$ cat src/rtl/umi_reg_host.sv
`default_nettype none
// ============================================================================
// umi_reg_host : single-outstanding UMI register initiator with response timeout
// Rev 1.0
// ============================================================================
module umi_reg_host #(
   parameter int AW      = 64,
   parameter int CW      = 32,
   parameter int DW      = 256,
   parameter int RW      = 64,
   parameter int HOSTID  = 0,
   parameter int TIMEOUT = 1024
) (
   input  logic          clk,
   input  logic          reset,
   // register port
   input  logic          reg_valid,
   output logic          reg_ready,
   input  logic          reg_write,
   input  logic          reg_posted,
   input  logic [AW-1:0] reg_addr,
   input  logic [AW-1:0] reg_srcaddr,
   input  logic [2:0]    reg_size,
   input  logic [RW-1:0] reg_wrdata,
   output logic          reg_done,
   output logic [RW-1:0] reg_rddata,
   output logic [1:0]    reg_err,
   // UMI host request
   output logic          uhost_req_valid,
   output logic [CW-1:0] uhost_req_cmd,
   output logic [AW-1:0] uhost_req_dstaddr,
   output logic [AW-1:0] uhost_req_srcaddr,
   output logic [DW-1:0] uhost_req_data,
   input  logic          uhost_req_ready,
   // UMI host response
   input  logic          uhost_resp_valid,
   input  logic [CW-1:0] uhost_resp_cmd,
   input  logic [AW-1:0] uhost_resp_dstaddr,
   input  logic [AW-1:0] uhost_resp_srcaddr,
   input  logic [DW-1:0] uhost_resp_data,
   output logic          uhost_resp_ready
);

   localparam logic [4:0] UMI_REQ_READ   = 5'h01;
   localparam logic [4:0] UMI_REQ_WRITE  = 5'h03;
   localparam logic [4:0] UMI_REQ_POSTED = 5'h05;
   localparam logic [4:0] UMI_RESP_READ  = 5'h02;
   localparam logic [4:0] UMI_RESP_WRITE = 5'h04;

   localparam int            TW      = (TIMEOUT > 2) ? $clog2(TIMEOUT) : 1;
   localparam logic [TW-1:0] TO_LAST = (TIMEOUT > 0) ? TW'(TIMEOUT - 1) : '0;

   typedef enum logic [1:0] {
      IDLE = 2'd0,
      REQ  = 2'd1,
      RESP = 2'd2
   } state_t;

   state_t        state;
   state_t        next_state;
   logic          live;
   logic          cap_write;
   logic          cap_posted;
   logic [RW-1:0] cap_wrdata;
   logic [TW-1:0] tcnt;

   logic          accept;
   logic          req_fire;
   logic          resp_fire;
   logic          timeout_hit;

   logic [4:0]    resp_opcode;
   logic [4:0]    exp_opcode;
   logic [1:0]    resp_err;
   logic          resp_match;
   logic [4:0]    req_opcode;
   logic          unused_bits;

   // Request command: len=0, eom=eof=1, hostid in the top bits, rest zero.
   function automatic logic [CW-1:0] pack_req(input logic [4:0] op,
                                              input logic [2:0] size);
      logic [CW-1:0] c;
      c        = '0;
      c[4:0]   = op;
      c[7:5]   = size;
      c[22]    = 1'b1;
      c[23]    = 1'b1;
      c[31:27] = 5'(HOSTID);
      return c;
   endfunction

   assign req_opcode  = !reg_write ? UMI_REQ_READ :
                        reg_posted ? UMI_REQ_POSTED : UMI_REQ_WRITE;

   assign resp_opcode = uhost_resp_cmd[4:0];
   assign resp_err    = uhost_resp_cmd[26:25];
   assign exp_opcode  = cap_write ? UMI_RESP_WRITE : UMI_RESP_READ;
   assign resp_match  = (resp_opcode == exp_opcode) &&
                        (uhost_resp_dstaddr == uhost_req_srcaddr);

   assign unused_bits = ^{uhost_resp_srcaddr, uhost_resp_cmd, uhost_resp_data};

   assign reg_ready        = live && (state == IDLE);
   assign uhost_req_valid  = (state == REQ);
   assign uhost_resp_ready = live;
   assign uhost_req_data   = {(DW/RW){cap_wrdata}};

   always_ff @(posedge clk or posedge reset) begin
      if (reset) state <= IDLE;
      else       state <= next_state;
   end

   always_comb begin
      next_state  = state;
      accept      = 1'b0;
      req_fire    = 1'b0;
      resp_fire   = 1'b0;
      timeout_hit = 1'b0;
      case (state)
         IDLE: begin
            if (reg_valid && live) begin
               accept     = 1'b1;
               next_state = REQ;
            end
         end
         REQ: begin
            if (uhost_req_ready) begin
               req_fire   = 1'b1;
               next_state = (cap_write && cap_posted) ? IDLE : RESP;
            end
         end
         RESP: begin
            // A response arriving in the expiry cycle takes priority.
            if (uhost_resp_valid) begin
               resp_fire  = 1'b1;
               next_state = IDLE;
            end else if ((TIMEOUT != 0) && (tcnt == TO_LAST)) begin
               timeout_hit = 1'b1;
               next_state  = IDLE;
            end
         end
         default: next_state = IDLE;
      endcase
   end

   always_ff @(posedge clk or posedge reset) begin
      if (reset) begin
         live              <= 1'b0;
         cap_write         <= 1'b0;
         cap_posted        <= 1'b0;
         cap_wrdata        <= '0;
         uhost_req_cmd     <= '0;
         uhost_req_dstaddr <= '0;
         uhost_req_srcaddr <= '0;
         tcnt              <= '0;
         reg_done          <= 1'b0;
         reg_rddata        <= '0;
         reg_err           <= 2'b00;
      end else begin
         live     <= 1'b1;
         reg_done <= 1'b0;

         if (accept) begin
            cap_write         <= reg_write;
            cap_posted        <= reg_write && reg_posted;
            cap_wrdata        <= reg_wrdata;
            uhost_req_cmd     <= pack_req(req_opcode, reg_size);
            uhost_req_dstaddr <= reg_addr;
            uhost_req_srcaddr <= reg_srcaddr;
         end

         if (req_fire && cap_write && cap_posted) begin
            reg_done <= 1'b1;
            reg_err  <= 2'b00;
         end

         if (resp_fire) begin
            reg_done <= 1'b1;
            if (resp_match) begin
               reg_err <= resp_err;
               if (!cap_write) reg_rddata <= uhost_resp_data[RW-1:0];
            end else begin
               reg_err <= 2'b10;
            end
         end

         if (timeout_hit) begin
            reg_done <= 1'b1;
            reg_err  <= 2'b11;
         end

         if (req_fire)           tcnt <= '0;
         else if (state == RESP) tcnt <= tcnt + TW'(1);
      end
   end

endmodule
`default_nettype wire

$ cat config.mk
export PLATFORM = sky130hd
export DESIGN_NAME = umi_reg_host
export DESIGN_NICKNAME = d
export VERILOG_FILES = /design/src/rtl/umi_reg_host.sv
export SDC_FILE = /design/constraint.sdc
export NUM_CORES = 1
export LEC_CHECK = 0
export CORE_AREA = 2 2 428 430
export CTS_BUF_LIST = sky130_fd_sc_hd__clkbuf_2
export DETAILED_ROUTE_END_ITERATION = 10
export DIE_AREA = 0 0 430 432
export HOLD_SLACK_MARGIN = 0.12
export SLEW_MARGIN = 20
export SYNTH_ARGS = -nofsm -noshare
export SYNTH_HDL_FRONTEND = slang
export SYNTH_SLANG_ARGS = --single-unit
$ cat constraint.sdc
create_clock -name clk -period 23.7 [get_ports clk]
set_input_delay 7.11 -clock clk [delete_from_list [all_inputs] [get_ports clk]]
set_output_delay 7.11 -clock clk [all_outputs]
set_load 0.02 [all_outputs]
==> results_dict.tcl <==
set metrics [dict create \
    outcome "completed" \
    timing.final.crit_period_ps 10460 \
    async_s_r_ff_share_synth_pct 100.0 \
    required_time_worst_endpoint_ps 24760 \
    max_cap_violations 0 \
    syn_area_mm2 0.01316 \
    netlist_top_cells_area "sky130_fd_sc_hd__dfrtp_1 (53%), sky130_fd_sc_hd__mux2_2 (17%), sky130_fd_sc_hd__buf_4 (12%), sky130_fd_sc_hd__mux2_4 (6.8%), sky130_fd_sc_hd__xnor2_1 (3.8%)" \
    fmax_mhz 95.62 \
    postSynthCellCount 968 \
    clk-insertion-delay-late_ps 1360 \
    reg2reg_from "uhost_req_srcaddr[17]" \
    numClockSinks 279 \
    firstDrtPassIters 5 \
    unrepaired_setup_endpoints_after_global_routing "no" \
    tritoncts.num_buffers 83 \
    flow.area_growth_from_synthesis_pct 76.99 \
    gr_util_all_layers_pct 10.44 \
    netlist.top_cell.by_area "sky130_fd_sc_hd__dfrtp_1" \
    worst_slew_pin_slew_ps 1134 \
    post-cts-setup-buffer-count 0 \
    post_synth_num_cell_types 38 \
    detailedPlace.worstSlack_ps 12110 \
    clk_pin_slew_worst_paths_ps 90 \
    critical_path.startpoint "uhost_resp_dstaddr[17]" \
    yosysWarnings 0 \
    maxSlewHeadroom_pct 23.79 \
    final_antenna_net_count 0 \
    drt_first_iter_violations 455 \
    via_count_of_the_first_global_routing_pass 10320 \
    layout_setup_ws_ps 13240 \
    timing.hold.ws_ps 499.4 \
    hold_path_class "flop to flop" \
    totalNegativeSetupSlack_ps 0 \
    finish.net_count 2251 \
    tritoncts "done" \
    coreArea_mm2 0.1817 \
    library_cell_contributing_the_largest_single_delay_on_the_critical_path "sky130_fd_sc_hd__nor3_1" \
    reg2regPathDepth 8 \
    cts_max_level 3 \
    final-hold-violation-count 0 \
    synth.avg_cell_area_um2 13.59 \
    die_h_um 432 \
    gp_congestion 0.7643 \
    power.ir.vdd_worst_mv 0.05312 \
    ys_seq_elements 279 \
    critPathLaunchType "input port" \
    vias 10810 \
    io_buf_count 798 \
    cts_hold_buffers 0 \
    critical_path.endpoint "reg_rddata[39]" \
    critPathMaxStageDelay_ps 850 \
    grt_antenna_before_repair 147 \
    layout_cells_sized_above_1_pct 23.25 \
    place.detailed.hpwl_um 88620 \
    drt-wirelength-per-cell_um 24.60 \
    p_per_area_mw_per_mm2 111.3 \
    synth_most_common_cell "sky130_fd_sc_hd__dfrtp_1" \
    critical_path.max_fanout 38 \
    clock-skew-final_ps 199.8 \
    maximum_number_of_pins_on_one_net_before_global_route_repair 131 \
    detailed_place.area_mm2 0.02249 \
    initial_core_util_pct 7.242 \
    finalSetupViolCount 0 \
    report.final.slew_viol_count 0 \
    cts_repair_resizes 0 \
    clk_root_buffer_cell "sky130_fd_sc_hd__clkbuf_2" \
    cellLeakagePower_nw 8.646 \
    ioPinCount 1104 \
    chipWidth_um 430 \
    grt_first_pass_wirelength_um 121500 \
    critical_path.endpoint_type "flop" \
    timing.setup.critical_path_class "input port to flop" \
    synth.cells.most_frequent "sky130_fd_sc_hd__dfrtp_1 (279), sky130_fd_sc_hd__buf_4 (219), sky130_fd_sc_hd__mux2_2 (200)" \
    drt_drc 0 \
    cts-root-to-sink-buffers 3 \
    synth.yosys.seq_area_share_pct 53.06 \
    r2r_end "reg_rddata[39]" \
    via_per_inst 2.646 \
    route.final.wire_length_um 100500 \
    post-route-period-util_pct 44.12 \
    synthFlopType "sky130_fd_sc_hd__dfrtp_1" \
    crit_arrival_ps 11510 \
    finish.instance_area_mm2 0.02329 \
    core.rowCount 157 \
    ff2ff_setup_slack_ps 19030 \
    synth_top_cell_area_share_pct 53.06 \
    globalRoute.totalOverflow 0 \
    timing.critical_path.cells "clkdlybuf4s50_1, xnor2_1, nand4_1, nor3_1, nand4_1, nor4_4, buf_4, buf_4, mux2_4" \
    die-area_mm2 0.1858 \
    synth_enable_flop_cells 0 \
]
## metal layers
| metal | vias to the layer above | track usage (%) | share of wire [%] |
|---|---|---|---|
| li1 | 4498 | - | - |
| met1 | 5342 | 11.95 | 39 |
| met2 | 627 | 17.03 | 48 |
| met3 | 265 | 4.948 | 10 |
| met4 | 80 | 3.452 | 3.1 |
| met5 | - | 0 | 0.53 |
## stage by stage
step	power (mW)	instances	utilization, %
floorplan	1.506	991	-
global placement	2.224	3932	12.38
detailed placement	2.234	3932	12.38
CTS	2.663	4067	12.79
global route	2.736	4077	12.81
finish	2.593	4086	12.82
## flip-flops by register name (all words and copies together) (netlist names)
signal             flops
cap_wrdata            64
reg_rddata            64
uhost_req_dstaddr     64
uhost_req_srcaddr     64
tcnt                  10
uhost_req_cmd          6
reg_err                2
state                  2
cap_write              1
reg_done               1
uhost_resp_ready       1
## placed cells by master (no fill, tap or decap), types with 2 or more instances in the layout
cell type / Yosys / routed
sky130_fd_sc_hd__clkdlybuf4s50_1: 0 / 798
sky130_fd_sc_hd__dfrtp_1: 279 / 279
sky130_fd_sc_hd__mux2_2: 200 / 200
sky130_fd_sc_hd__clkbuf_2: 0 / 107
sky130_fd_sc_hd__mux2_4: 60 / 60
sky130_fd_sc_hd__xnor2_1: 57 / 57
sky130_fd_sc_hd__nand4_1: 27 / 27
sky130_fd_sc_hd__conb_1: 2 / 25
sky130_fd_sc_hd__diode_2: 0 / 19
sky130_fd_sc_hd__clkinv_1: 0 / 17
sky130_fd_sc_hd__nand2_1: 14 / 14
sky130_fd_sc_hd__o21ai_0: 11 / 11
sky130_fd_sc_hd__nor2_1: 9 / 9
sky130_fd_sc_hd__xor2_1: 8 / 8
sky130_fd_sc_hd__nand3_1: 8 / 8
sky130_fd_sc_hd__nor4_1: 6 / 6
sky130_fd_sc_hd__buf_4: 219 / 6
sky130_fd_sc_hd__nor3_1: 4 / 4
sky130_fd_sc_hd__and3_1: 4 / 4
sky130_fd_sc_hd__inv_1: 5 / 4
sky130_fd_sc_hd__clkinv_2: 0 / 4
sky130_fd_sc_hd__bufinv_16: 0 / 3
sky130_fd_sc_hd__clkinv_4: 0 / 3
sky130_fd_sc_hd__nor2b_1: 2 / 2
sky130_fd_sc_hd__a31oi_1: 2 / 2
sky130_fd_sc_hd__o211ai_1: 2 / 2
sky130_fd_sc_hd__o31ai_1: 2 / 2
## power breakdown
part           switching [mW]  total (mW)  leakage [nW]  internal [mW]
Combinational           0.671        1.32          4.67          0.647
Sequential              0.257       0.873          3.43          0.616
Clock                   0.245       0.402         0.546          0.158
Total                    1.17        2.59          8.65           1.42
## critical path: cells and delay by family
kind          cells  cell delay [ps]
xor+xnor          1              320
mux               1              350
simple gates      4             2050
buf+inv           3             1630
## final cells by class
cell class / instances / area (µm²)
Fill cell: 20490 / 158400
Timing Repair Buffer: 806 / 8064
Sequential cell: 279 / 6982
Multi-Input combinational cell: 457 / 4442
Tap cell: 2385 / 2984
Clock buffer: 107 / 535.5
Clock inverter: 28 / 209.0
Antenna cell: 19 / 47.55
Inverter: 5 / 26.28
## cell families (layout without fill, tap and decap cells)
| family | count (synthesis) | after routing | synth area share, % |
|---|---|---|---|
| adders and majority gates | 1 | 1 | 0.09507 |
| DFF | 279 | 279 | 53.06 |
| and+or+nand+nor | 84 | 84 | 3.623 |
| muxes | 260 | 260 | 23.96 |
| other | 2 | 44 | 0.05707 |
| xor gates and xnor gates | 65 | 65 | 4.326 |
| AOI/OAI and AO/OA | 22 | 22 | 1.017 |
| buffers and inverters | 255 | 946 | 13.86 |
## worst min path at each step
stage | from | depth (start not counted) | slack [ps] | end
2_1_floorplan | tcnt[9] | 1 | 450 | tcnt[9]
3_3_place_gp | tcnt[7] | 1 | 470 | tcnt[7]
3_5_place_dp | tcnt[7] | 1 | 480 | tcnt[7]
4_1_cts | tcnt[9] | 1 | 500 | tcnt[9]
5_1_grt | tcnt[9] | 1 | 520 | tcnt[9]
6_report | tcnt[9] | 1 | 500 | tcnt[9]
No activity file was read; power rests on OpenSTA's default activity.
